File: src/rtl/sample_scan_ctrl.sv
// Sample-grid scan controller: walks a bounding box in raster order, one sample per cycle.
// Optional SAMPLE_SCAN_STATS_EN adds saturating sample/box counters.
module sample_scan_ctrl #(
  parameter int SIGFIG = 24,
  parameter int RADIX  = 10,
  parameter int VERTS  = 3,
  parameter int AXIS   = 3
) (
  input  logic                          clk,
  input  logic                          rst,
  input  logic                          box_valid_i,
  input  logic [VERTS*AXIS*SIGFIG-1:0]  tri_i,
  input  logic [2*SIGFIG-1:0]           box_ll_i,
  input  logic [2*SIGFIG-1:0]           box_ur_i,
  input  logic [3:0]                    subsample_i,
  input  logic                          halt_i,
  output logic                          halt_o,
  output logic                          sample_valid_o,
  output logic [2*SIGFIG-1:0]           sample_o,
  output logic [VERTS*AXIS*SIGFIG-1:0]  tri_o,
  output logic                          dbg_state_o
`ifdef SAMPLE_SCAN_STATS_EN
  ,
  output logic [31:0]                   stat_samples_o,
  output logic [15:0]                   stat_boxes_o
`endif
);

  localparam int W = SIGFIG + 1;

  // Handshake: a box transfers on a rising edge where box_valid_i=1 and halt_o=0;
  // a sample is consumed on a rising edge where sample_valid_o=1 and halt_i=0.
  typedef enum logic {IDLE = 1'b0, SCAN = 1'b1} state_t;

  state_t                         r_state;
  state_t                         w_state_nxt;
  logic [SIGFIG-1:0]              r_x, r_y, r_ll_x, r_ur_x, r_ur_y, r_step;
  logic [VERTS*AXIS*SIGFIG-1:0]   r_tri;

  logic [SIGFIG-1:0]  w_in_ll_x, w_in_ll_y, w_in_ur_x, w_in_ur_y, w_step_in;
  logic signed [W-1:0] w_x_inc, w_y_inc, w_ur_x_ext, w_ur_y_ext;
  logic               w_x_over, w_y_over, w_adv, w_done, w_degen, w_accept, w_load;
  int                 w_shift;

  assign w_in_ll_x = box_ll_i[SIGFIG-1:0];
  assign w_in_ll_y = box_ll_i[2*SIGFIG-1:SIGFIG];
  assign w_in_ur_x = box_ur_i[SIGFIG-1:0];
  assign w_in_ur_y = box_ur_i[2*SIGFIG-1:SIGFIG];

  always_comb begin
    w_shift = RADIX;
    case (subsample_i)
      4'b1000: w_shift = RADIX;
      4'b0100: w_shift = RADIX - 1;
      4'b0010: w_shift = RADIX - 2;
      4'b0001: w_shift = RADIX - 3;
      default: w_shift = RADIX;
    endcase
  end
  assign w_step_in = SIGFIG'(1) << w_shift;

  // One extra bit so stepping past the top of the signed range cannot wrap.
  assign w_x_inc    = {r_x[SIGFIG-1], r_x} + {1'b0, r_step};
  assign w_y_inc    = {r_y[SIGFIG-1], r_y} + {1'b0, r_step};
  assign w_ur_x_ext = {r_ur_x[SIGFIG-1], r_ur_x};
  assign w_ur_y_ext = {r_ur_y[SIGFIG-1], r_ur_y};
  assign w_x_over   = w_x_inc > w_ur_x_ext;
  assign w_y_over   = w_y_inc > w_ur_y_ext;

  assign w_adv    = (r_state == SCAN) && !halt_i;
  assign w_done   = w_adv && w_x_over && w_y_over;
  assign w_degen  = ($signed(w_in_ur_x) < $signed(w_in_ll_x)) ||
                    ($signed(w_in_ur_y) < $signed(w_in_ll_y));
  assign halt_o   = (r_state == SCAN) && !w_done;
  assign w_accept = box_valid_i && !halt_o;
  assign w_load   = w_accept && !w_degen;

  always_comb begin
    w_state_nxt = r_state;
    case (r_state)
      IDLE: if (w_load) w_state_nxt = SCAN;
      SCAN: if (w_done) w_state_nxt = w_load ? SCAN : IDLE;
      default: w_state_nxt = IDLE;
    endcase
  end

  always_ff @(posedge clk) begin
    if (rst) r_state <= IDLE;
    else     r_state <= w_state_nxt;
  end

  always_ff @(posedge clk) begin
    if (rst) begin
      r_x    <= '0;
      r_y    <= '0;
      r_ll_x <= '0;
      r_ur_x <= '0;
      r_ur_y <= '0;
      r_step <= '0;
      r_tri  <= '0;
    end else if (w_load) begin
      r_x    <= w_in_ll_x;
      r_y    <= w_in_ll_y;
      r_ll_x <= w_in_ll_x;
      r_ur_x <= w_in_ur_x;
      r_ur_y <= w_in_ur_y;
      r_step <= w_step_in;
      r_tri  <= tri_i;
    end else if (w_adv && !w_x_over) begin
      r_x <= w_x_inc[SIGFIG-1:0];
    end else if (w_adv && !w_y_over) begin
      r_x <= r_ll_x;
      r_y <= w_y_inc[SIGFIG-1:0];
    end
  end

  assign sample_valid_o = (r_state == SCAN);
  assign sample_o       = {r_y, r_x};
  assign tri_o          = r_tri;
  assign dbg_state_o    = r_state;

`ifdef SAMPLE_SCAN_STATS_EN
  logic [31:0] r_stat_samples;
  logic [15:0] r_stat_boxes;

  always_ff @(posedge clk) begin
    if (rst) begin
      r_stat_samples <= '0;
      r_stat_boxes   <= '0;
    end else begin
      if (w_adv && (r_stat_samples != '1)) r_stat_samples <= r_stat_samples + 32'd1;
      if (w_done && (r_stat_boxes != '1))  r_stat_boxes   <= r_stat_boxes + 16'd1;
    end
  end

  assign stat_samples_o = r_stat_samples;
  assign stat_boxes_o   = r_stat_boxes;
`endif

endmodule

File: config.mk
export PLATFORM = sky130hd
export DESIGN_NAME = sample_scan_ctrl
export DESIGN_NICKNAME = d
export VERILOG_FILES = /design/src/rtl/sample_scan_ctrl.sv
export SDC_FILE = /design/constraint.sdc
export NUM_CORES = 1
export LEC_CHECK = 0
export CAP_MARGIN = 10
export CORE_AREA = 2 2 225 227
export CTS_BUF_LIST = sky130_fd_sc_hd__clkbuf_16
export CTS_CLUSTER_SIZE = 14
export DETAILED_ROUTE_END_ITERATION = 6
export DIE_AREA = 0 0 227 229
export SLEW_MARGIN = 5
export SYNTH_ARGS = -nofsm -noshare
export SYNTH_HDL_FRONTEND = slang
export SYNTH_SLANG_ARGS = --single-unit
File: constraint.sdc
create_clock -name clk -period 8.7 [get_ports clk]
set_input_delay 0.87 -clock clk [delete_from_list [all_inputs] [get_ports clk]]
set_output_delay 0.87 -clock clk [all_outputs]
set_load 0.01 [all_outputs]
==> impl_metrics.sql <==
INSERT INTO impl_metrics (metric_group, metric, value, unit) VALUES
('floorplanning', 'die-area', '0.0520', 'mm^2'),
('sta', 'timing.max_slew.rel_slack', '0.233', ''),
('yosys', 'synth_cell_type_count', '77', ''),
('setup_path', 'endpoint_kind', 'register', ''),
('sta', 'clock.fmax', '142', 'MHz'),
('setup_path', 'setup.reg_to_reg.worst_slack', '1.64', 'ns'),
('run_status', 'result_of_the_run', 'completed', ''),
('power_and_ir_drop', 'power.share.combinational', '0.236', ''),
('setup_path', 'timing.critical_path.slowest_stage_cell', 'sky130_fd_sc_hd__o31ai_1', ''),
('grt', 'gr-total-overflow', '0', ''),
('floorplanning', 'floorplan.die.width', '227', 'um'),
('clock_network', 'cts_h_tree_depth', '2', ''),
('floorplanning', 'row_count', '82', ''),
('sta', 'worst-slew-pin-transition', '1.15', 'ns'),
('setup_path', 'critical_path.reg2reg.endpoint', 'tri_o[81]', ''),
('clock_network', 'cts_root_buffer', 'sky130_fd_sc_hd__clkbuf_16', ''),
('yosys', 'yosys_most_used_dff', 'sky130_fd_sc_hd__dfxtp_1', ''),
('setup_path', 'timing.critical_path.fanout_max', '80', ''),
('setup_path', 'worst_r2r_src', 'r_step[1]', ''),
('setup_path', 'cp-startpoint', 'r_step[1]', ''),
('flow_run', 'max-cap-violations', '0', ''),
('power_and_ir_drop', 'clockPowerShare', '0.374', ''),
('layout', 'layout-area-overhead-vs-synth', '44.8', '%'),
('yosys', 'ys_ff_latch', '353', ''),
('power_and_ir_drop', 'p_per_area', '191', 'mW/mm^2'),
('floorplanning', 'ioPinCount', '587', ''),
('grt', 'grt_usage', '0.246', ''),
('yosys', 'synth_area_leaders', 'sky130_fd_sc_hd__dfxtp_1 (42%), sky130_fd_sc_hd__nand2_1 (14%), sky130_fd_sc_hd__a21oi_1 (11%), sky130_fd_sc_hd__ha_1 (9.5%), sky130_fd_sc_hd__inv_1 (2.4%)', ''),
('detailed_routing', 'routed-wl-met3', '5270', 'um'),
('yosys', 'synth_warnings', '0', ''),
('detailed_routing', 'antenna_nets_post_route', '0', ''),
('yosys', 'synth.net_count', '2579', ''),
('yosys', 'synth_area_leader_cell', 'sky130_fd_sc_hd__dfxtp_1', ''),
('floorplanning', 'fp.dieH', '229', 'um'),
('detailed_routing', 'detailroute.wirelength.met2', '31600', 'um'),
('clock_network', 'post_cts_resized', '0', ''),
('yosys', 'synth.most_common_cell', 'sky130_fd_sc_hd__nand2_1', ''),
('clock_network', 'clock_pin_slew_worst_setup_and_hold_paths', '0.06', 'ns'),
('detailed_routing', 'detailedRoute.firstPassIterationCount', '5', ''),
('detailed_routing', 'post-route-drc-count', '0', ''),
('sta', 'finClkSkew', '0.0247', 'ns'),
('sta', 'finalWorstSetupSlack', '1.64', 'ns'),
('floorplanning', 'core_area', '0.0497', 'mm^2'),
('power_and_ir_drop', 'share_seq_of_total_power', '0.390', ''),
('detailed_routing', 'dr_total_vias', '16800', ''),
('clock_network', 'cts-hold-fix-buffers', '0', ''),
('yosys', 'syn_inst', '2129', ''),
('setup_path', 'worst-endpoint-arrival', '7.54', 'ns'),
('setup_path', 'cp.buffers_inverters', '4', ''),
('setup_path', 'crit_top_cell', 'sky130_fd_sc_hd__buf_4', ''),
('setup_path', 'setup.worst_path.start_class', 'register', ''),
('setup_path', 'path_delay_family', 'compound AO/OA/AOI/OAI gates', ''),
('detailed_routing', 'routedWlPerCell', '19.5', 'um'),
('place', 'place_worst_setup_slack', '1.66', 'ns'),
('yosys', 'synth.top_cells.by_count', 'sky130_fd_sc_hd__nand2_1 (624), sky130_fd_sc_hd__a21oi_1 (367), sky130_fd_sc_hd__dfxtp_1 (353)', ''),
('power_and_ir_drop', 'power_leakage', '9.31', 'nW'),
('setup_path', 'crit_cells', '22', ''),
('clock_network', 'post-cts-setup-buffer-count', '0', ''),
('setup_path', 'reg2regPathDepth', '22', ''),
('power_and_ir_drop', 'switching_power', '1.40', 'mW'),
('detailed_routing', 'routed_vias_inst', '5.00', ''),
('setup_path', 'critical_path_end', 'tri_o[81]', ''),
('place', 'gp_congestion', '0.901', ''),
('power_and_ir_drop', 'irDropWorstVdd', '0.128', 'mV'),
('layout', 'layout-drive-gt1-share', '0.0351', ''),
('setup_path', 'crit_path_max_incr_delay', '0.76', 'ns'),
('place', 'buffer_ports.inserted', '586', ''),
('clock_network', 'clkLatencyLatePin', '0.57', 'ns'),
('sta', 'rsz0062_at_grt', 'no', ''),
('detailed_routing', 'drt-total-wl', '65400', 'um'),
('floorplanning', 'initial_core_utilization', '0.340', '');
[routing by layer]
metal / global-route usage / vias to the layer above
li1: - / 8293
met1: 0.296 / 7875
met2: 0.410 / 532
met3: 0.0703 / 94
met4: 0.0978 / 0
met5: 0 / -
[power groups by stage]
stage,Sequential [mW],Combinational [mW],Clock [mW]
4_1_cts,1.82,1.10,1.79
2_1_floorplan,1.87,0.548,0
6_report,1.82,1.10,1.74
3_5_place_dp,1.85,1.10,0
3_3_place_gp,1.84,1.08,0
5_1_grt,1.83,1.21,1.86
[placed cells by master, fill, tap and decap left out, drive strengths merged, types with 7 or more instances in the layout]
cell	count
inv	118
nor2	63
nand3	17
a31oi	12
a22oi	13
clkbuf	43
a21o	18
a32o	8
a221o	13
a211oi	13
dfxtp	353
o221ai	8
and3	23
diode	8
clkinv	18
nand2	625
nand4	26
nor2b	11
buf	14
clkdlybuf4s50	585
a21oi	367
xor2	15
mux2i	15
o21a	9
ha	128
o21ai	36
and2	7
xnor2	25
[final cells by class]
class                      instances  area, um^2  share of cell area
clock buffer                      43        1080              0.0440
antenna                            8        20.0            0.000819
clock inverter                    32         256              0.0105
sequential                       353        7070               0.289
tap                              672         841              0.0344
timing repair buffer             599        5990               0.245
inverter                         110         413              0.0169
multi-input combinational       1543        8770               0.359
[stage by stage]
stage	area (um^2)	cells	total power, mW	utilization	hold slack (ns)
global route	24400	3359	4.89	0.492	0.468
CTS	24400	3352	4.71	0.492	0.454
detailed placement	23100	3277	2.95	0.465	0.445
finish	24400	3360	4.66	0.492	0.452
floorplan	16900	2129	2.42	-	0.432
global placement	23100	3277	2.93	0.465	0.439
[state kept, by name (all words and copies together) (netlist names)]
name / flops
r_x: 24
r_y: 24
tri_o: 216
dbg_state_o: 1
r_ll_x: 24
r_step: 16
r_ur_x: 24
r_ur_y: 24
[worst register-to-register path, cell delays in order, from the launching register on]
cell,delay (ns)
sky130_fd_sc_hd__dfxtp_1,0.39
sky130_fd_sc_hd__ha_1,0.31
sky130_fd_sc_hd__a21o_1,0.12
sky130_fd_sc_hd__a21oi_1,0.10
sky130_fd_sc_hd__o21ai_0,0.35
sky130_fd_sc_hd__a211oi_1,0.19
sky130_fd_sc_hd__o211a_1,0.28
sky130_fd_sc_hd__o31ai_1,0.76
sky130_fd_sc_hd__nand2_1,0.15
sky130_fd_sc_hd__xor2_1,0.20
sky130_fd_sc_hd__inv_1,0.07
sky130_fd_sc_hd__ha_1,0.29
sky130_fd_sc_hd__nand3_1,0.11
sky130_fd_sc_hd__nor4_2,0.39
sky130_fd_sc_hd__a41oi_1,0.21
sky130_fd_sc_hd__a22oi_2,0.45
sky130_fd_sc_hd__o31ai_4,0.11
sky130_fd_sc_hd__buf_4,0.23
sky130_fd_sc_hd__nand2_8,0.39
sky130_fd_sc_hd__buf_4,0.77
sky130_fd_sc_hd__buf_4,0.77
sky130_fd_sc_hd__nand2_1,0.18
sky130_fd_sc_hd__a21oi_1,0.17
[worst min path at each step]
stage | from | endpoint | slack, ns | depth (start not counted)
after floorplan | r_ll_x[11] | r_ll_x[11] | 0.43 | 2
after global placement | r_ll_x[11] | r_ll_x[11] | 0.44 | 2
after detailed placement | tri_o[176] | tri_o[176] | 0.45 | 2
after CTS | tri_o[66] | tri_o[66] | 0.45 | 2
after global routing | tri_o[213] | tri_o[213] | 0.47 | 2
final | tri_o[211] | tri_o[211] | 0.45 | 2
[cells by family after synthesis]
logic type | count (synthesis) | synth area share
xor gates and xnor gates | 40 | 0.0208
AOI/OAI and AO/OA | 550 | 0.193
and+or+nand+nor | 807 | 0.198
buffers and inverters | 233 | 0.0623
muxes | 16 | 0.00956
adders and majority gates | 130 | 0.0973
DFF | 353 | 0.419
No activity file was read; power rests on OpenSTA's default activity.
